### src/rtl/seq_alu.sv
// seq_alu: sequential ALU with one request in flight; logic/shift/compare ops, optional iterative mul/div.
// Latency: 1 cycle for single-cycle ops and divide-by-zero; WIDTH+1 cycles for MUL/MULHU/DIV/DIVU/REMU.
// Backpressure: in_ready only in IDLE; result and out_valid held in DONE until out_ready.
//
// Ports: clk (rising-edge clock), rst_n (async active-low reset),
//        in_valid/in_ready + alu_ctrl/inp1/inp2 (request), out_valid/out_ready + result (response).
// Build option: define SEQ_ALU_MULDIV_EN to include the shift-add multiplier and restoring divider.
// Without it, codes 1011-1111 return 0 with latency 1.
module seq_alu #(
    parameter int WIDTH = 32
) (
    input  logic             clk,
    input  logic             rst_n,
    input  logic             in_valid,
    output logic             in_ready,
    input  logic [3:0]       alu_ctrl,
    input  logic [WIDTH-1:0] inp1,
    input  logic [WIDTH-1:0] inp2,
    output logic             out_valid,
    input  logic             out_ready,
    output logic [WIDTH-1:0] result
);
    localparam int SHW = $clog2(WIDTH);

    localparam logic [3:0] OP_AND  = 4'b0000;
    localparam logic [3:0] OP_OR   = 4'b0001;
    localparam logic [3:0] OP_ADD  = 4'b0010;
    localparam logic [3:0] OP_SLL  = 4'b0011;
    localparam logic [3:0] OP_XOR  = 4'b0100;
    localparam logic [3:0] OP_SUB  = 4'b0101;
    localparam logic [3:0] OP_SLTU = 4'b0110;
    localparam logic [3:0] OP_SLT  = 4'b0111;
    localparam logic [3:0] OP_SRL  = 4'b1000;
    localparam logic [3:0] OP_SRA  = 4'b1001;
    localparam logic [3:0] OP_NOR  = 4'b1010;

    typedef enum logic [1:0] {
        IDLE = 2'd0,
        BUSY = 2'd1,
        DONE = 2'd2
    } state_t;

    state_t           state_q, state_d;
    logic [WIDTH-1:0] result_q, result_d;
    logic [SHW-1:0]   shamt;
    logic [WIDTH-1:0] alu_res;

    assign in_ready  = (state_q == IDLE);
    assign out_valid = (state_q == DONE);
    assign result    = result_q;
    assign shamt     = inp2[SHW-1:0];

    // Single-cycle datapath; unlisted codes (mul/div space) fall to zero.
    always_comb begin
        alu_res = '0;
        case (alu_ctrl)
            OP_AND:  alu_res = inp1 & inp2;
            OP_OR:   alu_res = inp1 | inp2;
            OP_ADD:  alu_res = inp1 + inp2;
            OP_SLL:  alu_res = inp1 << shamt;
            OP_XOR:  alu_res = inp1 ^ inp2;
            OP_SUB:  alu_res = inp1 - inp2;
            OP_SLTU: alu_res = {{(WIDTH-1){1'b0}}, (inp1 < inp2)};
            OP_SLT:  alu_res = {{(WIDTH-1){1'b0}}, ($signed(inp1) < $signed(inp2))};
            OP_SRL:  alu_res = inp1 >> shamt;
            OP_SRA:  alu_res = $unsigned($signed(inp1) >>> shamt);
            OP_NOR:  alu_res = ~(inp1 | inp2);
            default: alu_res = '0;
        endcase
    end

`ifdef SEQ_ALU_MULDIV_EN
    localparam logic [3:0] OP_MUL   = 4'b1011;
    localparam logic [3:0] OP_MULHU = 4'b1100;
    localparam logic [3:0] OP_DIV   = 4'b1101;
    localparam logic [3:0] OP_DIVU  = 4'b1110;
    localparam logic [3:0] OP_REMU  = 4'b1111;

    logic [3:0]       op_q, op_d;
    logic             neg_q, neg_d;     // DIV quotient needs negating at the end
    logic [WIDTH-1:0] m_q, m_d;         // multiplicand or divisor
    logic [WIDTH-1:0] hi_q, hi_d;       // product high half / partial remainder
    logic [WIDTH-1:0] lo_q, lo_d;       // multiplier->product low half / dividend->quotient
    logic [SHW-1:0]   cnt_q, cnt_d;

    logic             div_by_zero;
    logic [WIDTH-1:0] abs1, abs2;
    logic [WIDTH:0]   mul_sum, div_sh, div_diff;
    logic             div_ge;
    logic [WIDTH-1:0] iter_hi, iter_lo, quot;

    assign div_by_zero = ((alu_ctrl == OP_DIV) || (alu_ctrl == OP_DIVU) || (alu_ctrl == OP_REMU))
                         && (inp2 == '0);
    // Magnitude of the most-negative value is 2^(WIDTH-1), which is still exact unsigned.
    assign abs1 = inp1[WIDTH-1] ? -inp1 : inp1;
    assign abs2 = inp2[WIDTH-1] ? -inp2 : inp2;

    // Shift-add multiply step: add multiplicand on LSB, shift {carry,hi,lo} right.
    assign mul_sum  = {1'b0, hi_q} + (lo_q[0] ? {1'b0, m_q} : '0);
    // Restoring divide step: bring next dividend bit into the remainder, subtract if it fits.
    assign div_sh   = {hi_q, lo_q[WIDTH-1]};
    assign div_diff = div_sh - {1'b0, m_q};
    assign div_ge   = ~div_diff[WIDTH];

    always_comb begin
        iter_hi = '0;
        iter_lo = '0;
        if ((op_q == OP_MUL) || (op_q == OP_MULHU)) begin
            iter_hi = mul_sum[WIDTH:1];
            iter_lo = {mul_sum[0], lo_q[WIDTH-1:1]};
        end else begin
            iter_hi = div_ge ? div_diff[WIDTH-1:0] : div_sh[WIDTH-1:0];
            iter_lo = {lo_q[WIDTH-2:0], div_ge};
        end
    end

    assign quot = neg_q ? -iter_lo : iter_lo;
`endif

    always_comb begin
        state_d  = state_q;
        result_d = result_q;
`ifdef SEQ_ALU_MULDIV_EN
        op_d  = op_q;
        neg_d = neg_q;
        m_d   = m_q;
        hi_d  = hi_q;
        lo_d  = lo_q;
        cnt_d = cnt_q;
`endif
        case (state_q)
            IDLE: begin
                if (in_valid) begin
                    state_d  = DONE;
                    result_d = alu_res;
`ifdef SEQ_ALU_MULDIV_EN
                    if (div_by_zero) begin
                        result_d = (alu_ctrl == OP_REMU) ? inp1 : '1;
                    end else if (alu_ctrl >= OP_MUL) begin
                        state_d = BUSY;
                        op_d    = alu_ctrl;
                        cnt_d   = '0;
                        hi_d    = '0;
                        neg_d   = 1'b0;
                        case (alu_ctrl)
                            OP_MUL, OP_MULHU: begin
                                m_d  = inp1;
                                lo_d = inp2;
                            end
                            OP_DIV: begin
                                m_d   = abs2;
                                lo_d  = abs1;
                                neg_d = inp1[WIDTH-1] ^ inp2[WIDTH-1];
                            end
                            default: begin
                                m_d  = inp2;
                                lo_d = inp1;
                            end
                        endcase
                    end
`endif
                end
            end
            BUSY: begin
`ifdef SEQ_ALU_MULDIV_EN
                hi_d  = iter_hi;
                lo_d  = iter_lo;
                cnt_d = cnt_q + SHW'(1);
                // Last step: load the result straight from this step's outputs.
                if (cnt_q == SHW'(WIDTH - 1)) begin
                    state_d = DONE;
                    case (op_q)
                        OP_MUL:   result_d = iter_lo;
                        OP_MULHU: result_d = iter_hi;
                        OP_DIV:   result_d = quot;
                        OP_DIVU:  result_d = iter_lo;
                        default:  result_d = iter_hi;
                    endcase
                end
`else
                state_d = IDLE;
`endif
            end
            DONE: begin
                if (out_ready) state_d = IDLE;
            end
            default: state_d = IDLE;
        endcase
    end

    always_ff @(posedge clk or negedge rst_n) begin
        if (!rst_n) begin
            state_q  <= IDLE;
            result_q <= '0;
`ifdef SEQ_ALU_MULDIV_EN
            op_q  <= '0;
            neg_q <= 1'b0;
            m_q   <= '0;
            hi_q  <= '0;
            lo_q  <= '0;
            cnt_q <= '0;
`endif
        end else begin
            state_q  <= state_d;
            result_q <= result_d;
`ifdef SEQ_ALU_MULDIV_EN
            op_q  <= op_d;
            neg_q <= neg_d;
            m_q   <= m_d;
            hi_q  <= hi_d;
            lo_q  <= lo_d;
            cnt_q <= cnt_d;
`endif
        end
    end
endmodule

### config.mk
export PLATFORM = sky130hd
export DESIGN_NAME = seq_alu
export DESIGN_NICKNAME = d
export VERILOG_FILES = /design/src/rtl/seq_alu.sv
export SDC_FILE = /design/constraint.sdc
export NUM_CORES = 1
export LEC_CHECK = 0
export CAP_MARGIN = 10
export CORE_ASPECT_RATIO = 0.6
export CORE_MARGIN = 1
export CORE_UTILIZATION = 43
export CTS_BUF_LIST = sky130_fd_sc_hd__clkbuf_16
export DETAILED_ROUTE_END_ITERATION = 16
export SLEW_MARGIN = 20
export SYNTH_ARGS = -nofsm -noshare
export SYNTH_HDL_FRONTEND = slang
export SYNTH_SLANG_ARGS = --single-unit
### constraint.sdc
create_clock -name clk -period 2.2 [get_ports clk]
set_input_delay 0.33 -clock clk [delete_from_list [all_inputs] [get_ports clk]]
set_output_delay 0.33 -clock clk [all_outputs]
set_load 0.01 [all_outputs]
==> impl_results.md <==
* Run status: finished with violations
* Failing checks: negative setup slack
* Final Hold Fails at 0
* Via count of the routed design at 17100
* Gr ovfl total at 0
* IR Drop Worst-Case VDD at 0.331 mV
* Reg-to-Reg Start: state_q[1]$_DFFE_PN0P_
* Maximum buffer depth of the clock tree at 2
* Number of fill cells at 1397
* Cells along the critical path: buf_8, buf_6, ha_4, inv_4, fa_2, nor2b_4, o31a_1, o21ai_4, o21bai_4, a31oi_4, o21ai_2, a31oi_1, mux2_1, a41oi_2
* Startpoint type of the worst setup path: input port
* Cell Count Post-Placement at 2315
* Final Max Slew Viols at 0
* Core Footprint at 23300 um2
* GP Congestion at 1.11
* Number of cells in the finished layout apart from fillers at 2460
* Pwr/cell area at 371 nW/um2
* Number of rows created at floorplan at 43
* Pre-CTS WS at -1380 ps
* Number of top-level pins at 106
* Unrepaired setup endpoints after global routing: true
* Portion of the post-synthesis area used by sequential elements at 7.97%
* Count of unique library cells instantiated by Yosys at 90
* First-pass GRT wire length at 98400 um
* Worst setup path class: input port to register
* Fraction of registers with async set or reset after synthesis at 100%
* Starting density of the core at 44.4%
* Share of cells above drive strength 1 at 54.0%
* Worst path setup slack after routing at -477 ps
* P_leak at 0.00857 uW
* Peak per-stage delay on the critical path at 360 ps
* Total DRC errors in the routed layout at 0
* Worst Skew at 8.60 ps
* Fin nets at 2318
* Relative slew margins at 34.9%
* Maximum number of pins on one net before global-route repair at 87
* Clock Root Buffer: sky130_fd_sc_hd__clkbuf_16
* Count of maximum capacitance violations at 0
* Total Die Area at 24700 um2
* Period minus WS final at 2680 ps
* Number of global-route vias before repair at 15700
* Min-delay worst type: input port to async pin
* Routed WL per cell at 29.2 um
* Cell with the biggest individual delay on the critical path: sky130_fd_sc_hd__mux2_1
* Vertical die dimension at 122 um
* TritonCTS clock tree: yes
* Largest fanout on the critical path at 5
* Final worst hold slack at 162 ps
* Final setup TNS at -9290 ps
* Area growth from synthesis to layout at 88.0%
* Detailed Route WL at 71800 um
* # H-tree levels at 2
* Port-buffer cells at 105
* Antenna cells at 0
* Multi-input gate area at 11000 um2
* Via-per-instance ratio at 6.94
* Number of buffers inserted during clock tree synthesis at 5
* Crit path required time at 2420 ps
* Sequential cell area at 826 um2
* DRC marker count from the first detailed-route iteration at 3085
* Clock insertion delay at the later pin of the skew report at 310 ps
* TritonRoute pass-1 iters at 8
* Terminus of the critical flop-to-flop path: result[18]$_DFFE_PN0P_
* Most frequent cells in the layout: 560 x sky130_fd_sc_hd__buf_4, 143 x sky130_fd_sc_hd__nor2_1, 123 x sky130_fd_sc_hd__nand2_1, 100 x sky130_fd_sc_hd__buf_6, 89 x sky130_fd_sc_hd__a21oi_1
* Initial antenna violation count at 2
* Count of flip-flops with a built-in enable after synthesis at 0
* Final cycle utilization of the critical path at 122%
* CTS Sinks at 33
* Mapped Cells at 1471
* Die W at 202 um
* Syn nets at 1645
* Minimum setup slack among reg-to-reg paths at -130 ps
* Final setup violating endpoints at 32
* Max frequency at 0.374 GHz
* Post-synth design cell area at 10400 um2
* Remaining antenna violation count after routing at 0
* Predominant post-synthesis flop cell: sky130_fd_sc_hd__dfrtp_1
* Mean instance size in the synthesized netlist at 7.04 um2
* Register bit total from synthesis at 33
* Arrival time of data at the critical path endpoint at 2890 ps
* Cells on worst reg2reg path at 8
* Final HPWL DP at 48300 um
* Total of warnings raised by yosys at 0
* CTS clock-pin slew for the worst setup and hold paths at 80 ps
* CTS hold repair buffers at 0
* Measured slew at the worst slew-check pin at 977 ps
* Most frequent standard cell in the layout excluding fill and tap cells: sky130_fd_sc_hd__buf_4
* GRT Total Usage at 53.2%
* Endpoint kind of the worst setup timing path: register
[area by class of cell]
class,count,share of cell area [%]
Inverter,101,2.27
Tap cell,315,2.02
Multi-Input combinational cell,1220,56.3
Clock inverter,3,0.0900
Timing Repair Buffer,783,34.4
Clock buffer,5,0.643
Sequential cell,33,4.24
[cell families (layout without fill, tap and decap cells)]
kind of cell    count (synthesis)  after routing  synth area share [%]
compound gates                545            545                  36.4
simple gates                  465            465                  20.4
buf+inv                       218            892                  8.67
fa+ha+maj                     102            102                  12.5
mux                           100            100                  13.4
flops                          33             33                  7.97
xor+xnor                        8              8                 0.677
[Yosys cell counts (29+ instances only)]
| library cell | n | area, um2 |
|---|---|---|
| sky130_fd_sc_hd__inv_1 | 92 | 345 |
| sky130_fd_sc_hd__mux4_2 | 29 | 653 |
| sky130_fd_sc_hd__clkbuf_1 | 62 | 233 |
| sky130_fd_sc_hd__a21oi_1 | 133 | 666 |
| sky130_fd_sc_hd__buf_2 | 31 | 155 |
| sky130_fd_sc_hd__a211oi_1 | 34 | 255 |
| sky130_fd_sc_hd__dfrtp_1 | 33 | 826 |
| sky130_fd_sc_hd__o21ai_0 | 72 | 360 |
| sky130_fd_sc_hd__nor2_1 | 172 | 646 |
| sky130_fd_sc_hd__nand2_1 | 134 | 503 |
| sky130_fd_sc_hd__mux2i_1 | 50 | 500 |
| sky130_fd_sc_hd__ha_1 | 100 | 1250 |
| sky130_fd_sc_hd__nor3_1 | 33 | 165 |
[registers in the layout, summed over array words and instances, names as in the netlist]
| register | count |
|---|---|
| result | 32 |
| state_q | 1 |
[layer usage]
layer,vias up,GRT usage [%],wire length (um)
met5,-,0,55
met4,2,25.7,5700
met3,484,22.7,12200
met2,1737,77.4,28200
met1,7926,67.6,25600
li1,6918,-,-
[worst max-delay path by stage]
stage / from / endpoint / slack, ps / cells past startpoint
2_1_floorplan: inp2[2] / result[26]$_DFFE_PN0P_ / -620 / 14
3_3_place_gp: inp1[15] / result[16]$_DFFE_PN0P_ / -1360 / 13
3_5_place_dp: inp1[15] / result[16]$_DFFE_PN0P_ / -1380 / 13
4_1_cts: inp1[0] / result[26]$_DFFE_PN0P_ / -370 / 14
5_1_grt: inp1[0] / result[26]$_DFFE_PN0P_ / -470 / 14
6_report: inp1[0] / result[26]$_DFFE_PN0P_ / -480 / 14
[stage by stage]
stage	util (%)	instance area [um2]	power [uW]
after floorplan	-	10700	2710
after global placement	66.9	15600	4850
after detailed placement	66.9	15600	4890
after CTS	79.6	18600	6490
after global routing	83.4	19500	7350
final	83.4	19500	7230
[worst max-delay path, delay by kind of cell]
| kind | cells | cell delay [ps] |
|---|---|---|
| mux | 1 | 360 |
| fa+ha+maj | 2 | 390 |
| simple gates | 1 | 50 |
| buf+inv | 3 | 270 |
| compound gates | 7 | 1490 |
[power by group]
part / internal, uW / leakage, uW / switching, uW / total, uW
Sequential: 701 / 0.000439 / 107 / 808
Combinational: 2630 / 0.00806 / 3000 / 5630
Clock: 419 / 0.0000696 / 375 / 793
[repair_timing]
item,4_1_cts,5_1_grt
cloned,3,3
resized for setup,624,160
buffers inserted,109,39
setup endpoints to repair,32,32
pin swaps,167,124
Power figures use the tool's default switching activity.
